<file path="src/rtl/pipe_stage_skid_reg.sv">
// Parametrised inter-stage pipeline register with valid/ready handshake.
// With SKID=1 a second entry absorbs the beat that is in flight when the
// downstream stalls, so in_ready comes straight from a register. With SKID=0
// there is a single entry and in_ready looks at out_ready combinationally.
// Any flush bit empties the stage. Reset has priority over flush.
module pipe_stage_skid_reg #(
    parameter int                DATA_W  = 97,
    parameter int                FLUSH_N = 2,
    parameter int                SKID    = 1,
    parameter logic [DATA_W-1:0] BUBBLE  = {DATA_W{1'b0}}
) (
    input  logic               clk,
    input  logic               rst,
    input  logic               in_valid,
    output logic               in_ready,
    input  logic [DATA_W-1:0]  in_data,
    input  logic [FLUSH_N-1:0] flush,
    output logic               out_valid,
    input  logic               out_ready,
    output logic [DATA_W-1:0]  out_data,
    output logic [1:0]         occupancy
);

    // The state encoding equals the number of entries held, so occupancy is
    // simply the state register.
    localparam logic [1:0] ST_EMPTY = 2'd0;
    localparam logic [1:0] ST_FULL  = 2'd1;
    localparam logic [1:0] ST_SKID  = 2'd2;

    logic [1:0]        state_reg;
    logic [1:0]        state_next;
    logic [DATA_W-1:0] main_reg;
    logic [DATA_W-1:0] main_next;
    logic [DATA_W-1:0] skid_reg;
    logic [DATA_W-1:0] skid_next;

    logic in_fire;
    logic out_fire;
    logic flush_any;

    assign flush_any = |flush;
    assign out_valid = (state_reg != ST_EMPTY);
    assign in_fire   = in_valid && in_ready;
    assign out_fire  = out_valid && out_ready;
    assign occupancy = state_reg;

    // main_reg is already BUBBLE whenever the stage is empty; the mux makes
    // the output safe even if that invariant were ever broken.
    assign out_data  = out_valid ? main_reg : BUBBLE;

    generate
        if (SKID != 0) begin : g_skid
            // Registered ready: only the state decides, never out_ready.
            assign in_ready = (state_reg != ST_SKID);
        end else begin : g_noskid
            // Single entry: a slot frees up in the same cycle it drains.
            assign in_ready = !out_valid || out_ready;
        end
    endgenerate

    // Next-state and data selection; flush overrides every transition.
    always_comb begin
        state_next = state_reg;
        main_next  = main_reg;
        skid_next  = skid_reg;
        if (flush_any) begin
            state_next = ST_EMPTY;
            main_next  = BUBBLE;
            skid_next  = BUBBLE;
        end else begin
            case (state_reg)
                ST_EMPTY: begin
                    if (in_fire) begin
                        state_next = ST_FULL;
                        main_next  = in_data;
                    end
                end
                ST_FULL: begin
                    if (in_fire && out_fire) begin
                        main_next = in_data;
                    end else if (in_fire && (SKID != 0)) begin
                        // Downstream stalled: park the new beat behind main.
                        state_next = ST_SKID;
                        skid_next  = in_data;
                    end else if (out_fire) begin
                        state_next = ST_EMPTY;
                        main_next  = BUBBLE;
                    end
                end
                ST_SKID: begin
                    if (out_fire) begin
                        // Skid entry moves up only after main has left: FIFO order.
                        state_next = ST_FULL;
                        main_next  = skid_reg;
                        skid_next  = BUBBLE;
                    end
                end
                default: begin
                    state_next = ST_EMPTY;
                    main_next  = BUBBLE;
                    skid_next  = BUBBLE;
                end
            endcase
        end
    end

    // State and payload registers with synchronous reset.
    always_ff @(posedge clk) begin
        if (rst) begin
            state_reg <= ST_EMPTY;
            main_reg  <= BUBBLE;
            skid_reg  <= BUBBLE;
        end else begin
            state_reg <= state_next;
            main_reg  <= main_next;
            skid_reg  <= skid_next;
        end
    end

endmodule

</file>
<file path="config.mk">
export PLATFORM = sky130hd
export DESIGN_NAME = pipe_stage_skid_reg
export DESIGN_NICKNAME = d
export VERILOG_FILES = /design/src/rtl/pipe_stage_skid_reg.sv
export SDC_FILE = /design/constraint.sdc
export NUM_CORES = 1
export LEC_CHECK = 0
export CAP_MARGIN = 20
export CORE_ASPECT_RATIO = 0.9
export CORE_MARGIN = 2
export CORE_UTILIZATION = 35
export DETAILED_ROUTE_END_ITERATION = 7
export PLACE_DENSITY = 0.56
export SYNTH_ARGS = -nofsm -noshare
export SYNTH_HDL_FRONTEND = slang
export SYNTH_SLANG_ARGS = --single-unit
</file>
<file path="constraint.sdc">
create_clock -name clk -period 1.8 [get_ports clk]
set_input_delay 0.36 -clock clk [delete_from_list [all_inputs] [get_ports clk]]
set_output_delay 0.36 -clock clk [all_outputs]
set_load 0.005 [all_outputs]
</file>
==> impl_metrics.csv, run 1 <==
group,metric,value,unit
drt,via_count,7175,
outcome,result_of_the_run,"finished, violations left",
die,die_w,167,um
placement,dpl_worst_slack,-0.174,ns
logic_synthesis,post_synth_inst_count,886,
global_route,global_route.usage.met3,3.76,%
cells_and_area,area.growth.synth_to_final,39.5,%
drt,drtIter0Drc,896,
logic_synthesis,ys.warnings.count,0,
critical_path,worst_setup_path_endpoint,"out_data[87]",
die,core-area,23500,um2
clocking,cts_num_sinks,196,
critical_path,reg_to_reg_startpoint,"occupancy[0]",
logic_synthesis,share_of_the_synthesized_area_in_compound_gates_ao_oa_aoi_oai,12.1,%
logic_synthesis,post_synth_mux_area_share,11.8,%
global_route,grt_first_pass_wirelength,36400,um
drt,firstDrtPassIters,8,
critical_path,worst-endpoint-arrival,1.73,ns
cells_and_area,final_standard_cell_utilization_of_the_core,49.8,%
power,power_leakage,4.58,nW
cells_and_area,antenna_cells,0,
outcome,violations,"DRC, setup timing",
critical_path,timing.critical_path.required,1.44,ns
logic_synthesis,synth_ff_type,"sky130_fd_sc_hd__dfxtp_1",
sta,achievable-frequency,0.478,GHz
logic_synthesis,postSynthAreaPerCell,9.46,um2
critical_path,critPathKind,"reg -> out",
cells_and_area,post_route_cells_drive_above_1_share,19.1,%
logic_synthesis,synth-simple-area-share,24.0,%
clocking,insertion_delay,0.43,ns
cells_and_area,layout.nets,1180,
die,die_area,25200,um2
drt,routed_wire_length_per_instance,17.3,um
logic_synthesis,synth_top_family_by_area,"simple AND/OR/NAND/NOR gates",
clocking,cts_tree,"done",
critical_path,timing.critical_path.from,"occupancy[0]",
cells_and_area,multiInputGateArea,4180,um2
sta,slew-limit-headroom,74.5,%
min_path,worst_hold_path_type,"reg -> reg",
critical_path,timing.rr.end,"main_reg[12]",
die,starting_density_of_the_core,35.7,%
logic_synthesis,synth_fp_nets,989,
power,cellPowerDensity,775,nW/um2
global_route,initial_antenna_violation_count,0,
logic_synthesis,post_synthesis_share_of_cell_area_spent_on_full_adders_half_adders_and_majority_gates,0,%
logic_synthesis,synth-async-reset-ratio,0,%
logic_synthesis,synth-seq-area-share,46.8,%
clocking,cts_buffer_count,17,
cells_and_area,final-seq-area,3930,um2
sta,setup_viol,97,
global_route,grt_pass1_vias,6645,
global_route,busiest_grt_layer,"met2",
drt,postRouteWirelength,24100,um
logic_synthesis,synth_cell_type_count,23,
sta,finalCritPeriodShare,116,%
placement,hpwl,14900,um
critical_path,r2r_slack,0.08,ns
die,fp-row-count,53,
critical_path,end_kind,"output pin",
global_route,met1_usage,24.9,%
logic_synthesis,total_of_flip_flops_plus_latches_after_synthesis,196,
clocking,clk_transition_reported_paths,0.08,ns
logic_synthesis,synth_enable_flop_cells,0,
drt,drt.antenna.violating_nets,0,
sta,post-route-min-period,2.09,ns
placement,number_of_buffers_inserted_by_port_buffering,203,
logic_synthesis,mappedNetlistArea,8390,um2
clocking,cts_max_level,4,
cells_and_area,layout.filler_cells,2248,
critical_path,worst-r2r-cell-count,7,
logic_synthesis,post_synth_xor_area_fraction,0,%
sta,hold_viol,0,
global_route,grt_start_max_net_pins,61,
sta,rsz0062_at_grt,"yes",
drt,route.detailed.drc,12,
sta,final.setup_skew,0.0119,ns
global_route,global_route.usage.met2,28.6,%
global_route,grt.total_usage,18.0,%
job,max_cap_viol_count,0,
clocking,cts.root.buffer_cell,"sky130_fd_sc_hd__clkbuf_16",
die,die-height,151,um
clocking,cts_hold_buf,0,
cells_and_area,most-common-layout-cells,"sky130_fd_sc_hd__nor2_1, sky130_fd_sc_hd__dfxtp_1, sky130_fd_sc_hd__and2_1",
cells_and_area,mostFrequentLayoutCell,"sky130_fd_sc_hd__nor2_1",
drt,post_drt_via_cell_ratio,5.15,
placement,place.gp.congestion,0.710,
sta,worst_slack,-0.294,ns
power,vdd.ir_drop.worst,0.000435,V
global_route,overflow,0,
power,overall_power_consumption,9.07,mW
clocking,clock_path_buffers,2,
critical_path,crit_path_max_fanout,6,
sta,worstMarginPinSlew,0.382,ns
sta,number_of_max_slew_violations_in_the_final_report,0,
critical_path,crit_path_start_kind,"flip-flop",
die,ioPinCount,204,
==> critical path: stages, from the launching register on <==
cell	delay, ns
sky130_fd_sc_hd__dfxtp_2	0.32
sky130_fd_sc_hd__or2_4	0.33
sky130_fd_sc_hd__buf_12	0.16
sky130_fd_sc_hd__clkbuf_16	0.14
sky130_fd_sc_hd__buf_6	0.11
sky130_fd_sc_hd__and2_4	0.14
sky130_fd_sc_hd__clkbuf_2	0.10
==> stage by stage <==
step | instances | setup TNS, ns | instance area, um2 | hold slack, ns
detailed placement | 1344 | -30.57 | 11000 | 0.481
floorplan | 886 | 0 | 8390 | 0.433
finish | 1392 | -17.78 | 11700 | 0.492
global placement | 1344 | -27.15 | 11000 | 0.472
global route | 1392 | -24.30 | 11700 | 0.516
CTS | 1378 | -26.10 | 11500 | 0.501
==> area by class of cell <==
type / instances / share of cell area (%)
repair buffers: 260 / 22.5
clock buffers: 18 / 3.75
multi-input cells: 601 / 35.7
flip-flops and latches: 196 / 33.6
inverters: 1 / 0.0321
clock inverters: 14 / 1.22
well taps: 302 / 3.23
==> cell usage after synthesis, drive strengths merged (2+ instances only) <==
master  number  area share (%)
a222oi      97              12
mux2i       98              12
o22a         2            0.21
nor2       196             8.8
and2       195              15
dfxtp      196              47
nand2b       2            0.15
buf         34             2.8
clkbuf      54             2.4
nor2b        3            0.31
==> where the power goes <==
part | internal [mW] | total [mW] | switching [mW]
Combinational | 0.516 | 0.947 | 0.431
Sequential | 4.37 | 4.40 | 0.0218
Clock | 1.88 | 3.73 | 1.84
Total | 6.77 | 9.07 | 2.30
==> cell families after synthesis <==
family                 after synthesis
AO/OA/AOI/OAI                      103
buffers and inverters               89
flip-flops                         196
multiplexers                        99
AND/OR/NAND/NOR                    399
==> routing by layer <==
layer	vias to the layer above	part of all wire, %
met5	-	0
met2	204	46
met4	0	0.91
met3	15	5.3
met1	3458	48
li1	3498	-
==> how the worst min path moves through the flow <==
stage                  from      endpoint  slack (ns)  cells past startpoint
3_5_place_dp   main_reg[82]  main_reg[82]        0.48                      2
3_3_place_gp   main_reg[55]  main_reg[55]        0.47                      2
6_report       main_reg[81]  main_reg[81]        0.49                      2
4_1_cts        main_reg[53]  main_reg[53]        0.50                      2
2_1_floorplan     out_ready  occupancy[1]        0.43                      1
5_1_grt        skid_reg[71]  skid_reg[71]        0.52                      2
==> repair_timing <==
item	CTS	global route
gates cloned	0	6
setup buffers	2	11
resized for setup	106	182
pin swaps	0	29
setup endpoints to repair	101	173
No activity file was read; power rests on OpenSTA's default activity.
==> run 2: changes to the inputs <==
Settings changed: CAP_MARGIN 20 to default.
Clock period 1.8 ns to 2.55 ns, I/O delays scaled along.
==> run 2 against run 1 <==
  * The run ends with DRC left
  * First-iteration DRC count decreased by 2.6%
  * Final cell count shrank 2.5%
  * Clock skew is 0.0019 ns lower
  * Critical path depth decreased by 2
  * Setup slack improved by 0.37 ns
  * Critical endpoint is now out_data[27]
  * Highest routed layer unchanged
  * Total power is 31% lower
  * Combinational power down 38%
  * Non-clock buffer count decreased by 35
  * Global-route usage up 0.19 points
==> impl_metrics.csv, run 2 (synthesis results as in run 1) <==
group,metric,value,unit
placement,number_of_buffers_inserted_by_port_buffering,203,
placement,dpl_worst_slack,0.263,ns
sta,hold_viol,0,
global_route,grt.total_usage,18.2,%
critical_path,crit_path_max_fanout,67,
die,die_w,167,um
die,die-height,151,um
die,core-area,23500,um2
placement,hpwl,14000,um
critical_path,end_kind,"output pin",
clocking,cts_max_level,4,
clocking,insertion_delay,0.42,ns
drt,postRouteWirelength,23000,um
drt,route.detailed.drc,14,
cells_and_area,multiInputGateArea,4050,um2
clocking,cts_setup_buffers,0,
critical_path,critPathKind,"reg -> out",
global_route,busiest_grt_layer,"met2",
power,cellPowerDensity,554,nW/um2
drt,routed_wire_length_per_instance,17.0,um
critical_path,cp_slowest_cell,"sky130_fd_sc_hd__clkdlybuf4s50_1",
sta,slew-limit-headroom,67.9,%
global_route,initial_antenna_violation_count,0,
placement,post-place-cells,1325,
power,vdd.ir_drop.worst,0.000337,V
outcome,violations,"DRC",
power,power_leakage,3.97,nW
clocking,cts.root.buffer_cell,"sky130_fd_sc_hd__clkbuf_16",
sta,final.setup_skew,0.00993,ns
clocking,cts_num_sinks,196,
critical_path,sequence_of_cells_on_the_critical_path,"or2_2 > buf_12 > and2_1 > clkdlybuf4s50_1",
clocking,cts_tree,"done",
cells_and_area,final-seq-area,3920,um2
critical_path,crit_path_start_kind,"flip-flop",
job,max_cap_viol_count,0,
die,fp-row-count,53,
cells_and_area,post_route_cells_drive_above_1_share,5.78,%
drt,via_count,6969,
sta,achievable-frequency,0.404,GHz
cells_and_area,most-common-layout-cells,"sky130_fd_sc_hd__clkdlybuf4s50_1, sky130_fd_sc_hd__dfxtp_1, sky130_fd_sc_hd__nor2_1",
cells_and_area,layout.filler_cells,2275,
critical_path,timing.critical_path.required,2.04,ns
drt,drtIter0Drc,873,
die,die_area,25200,um2
cells_and_area,antenna_cells,0,
drt,drt.antenna.violating_nets,0,
clocking,cts_buffer_count,17,
clocking,clock_path_buffers,2,
global_route,overflow,0,
sta,worstMarginPinSlew,0.481,ns
clocking,clk_transition_reported_paths,0.07,ns
drt,post_drt_via_cell_ratio,5.14,
sta,finalCritPeriodShare,97.0,%
global_route,grt_start_max_net_pins,98,
die,ioPinCount,204,
outcome,result_of_the_run,"finished, violations left",
global_route,grt_pass1_vias,6684,
cells_and_area,area.growth.synth_to_final,34.5,%
min_path,hp-start,"main_reg[54]",
sta,setup-tns-final,0,ns
critical_path,timing.critical_path.from,"occupancy[1]",
drt,firstDrtPassIters,8,
power,overall_power_consumption,6.25,mW
critical_path,critical-path-max-stage-delay,0.48,ns
global_route,met1_usage,24.0,%
cells_and_area,mostFrequentLayoutCell,"sky130_fd_sc_hd__clkdlybuf4s50_1",
critical_path,reg_to_reg_startpoint,"occupancy[0]",
die,starting_density_of_the_core,35.7,%
cells_and_area,finish.cell_count_without_fillers,1357,
sta,number_of_max_slew_violations_in_the_final_report,0,
critical_path,worst-endpoint-arrival,1.96,ns
placement,place.gp.congestion,0.741,
global_route,global_route.usage.met2,30.5,%
sta,setup_viol,0,
sta,rsz0062_at_grt,"no",
min_path,worst_hold_path_type,"reg -> reg",
sta,post-route-min-period,2.47,ns
sta,worst_slack,0.0759,ns
global_route,global_route.usage.met3,3.84,%
global_route,grt_first_pass_wirelength,36500,um
cells_and_area,layout.nets,1145,
[run 2: where the power goes]
group          switching (mW)  internal (mW)  total, mW
sequential             0.0138           3.09       3.10
combinational           0.281          0.308      0.589
clock                    1.25           1.31       2.56
[run 2: final cells by class]
| cell class | count | share of cell area (%) |
|---|---|---|
| Multi-Input combinational cell | 601 | 35.9 |
| Sequential cell | 196 | 34.8 |
| Timing Repair Buffer | 225 | 21.0 |
| Clock buffer | 20 | 3.96 |
| Tap cell | 302 | 3.35 |
| Clock inverter | 12 | 0.998 |
| Inverter | 1 | 0.0333 |
[run 2: final timing paths]
kind / to / slack [ns] / cells after the start
max: out_data[27] / 0.08 / 4
min: main_reg[54] / 0.49 / 2
max reg2reg: main_reg[1] / 0.90 / 6
min reg2reg: main_reg[54] / 0.49 / 2
[run 2: metrics by stage]
step | instance area (um2) | util (%) | hold slack, ns
final | 11300 | 48.1 | 0.489
after global routing | 11300 | 48.1 | 0.509
after CTS | 11300 | 48.0 | 0.494
after detailed placement | 10700 | 45.6 | 0.475
after global placement | 10700 | 45.6 | 0.471
after floorplan | 8390 | - | 0.456
[run 2: worst max-delay path: cells and delay by family, from the launching register on]
kind                   cells  cell delay (ns)
flip-flops                 1             0.31
buffers and inverters      2             0.69
AND/OR/NAND/NOR            2             0.53
[run 2: per-layer routing]
metal	share of wire, %	wire length (um)
met1	46	10500
met2	48	11000
met3	5.3	1230
met4	1.1	257
met5	0	0
[run 2: timing repair]
action,CTS,global route
endpoints found under the hold margin,0,0
endpoints found under the setup margin,0,4
hold buffers,0,0
gates resized for setup,0,3
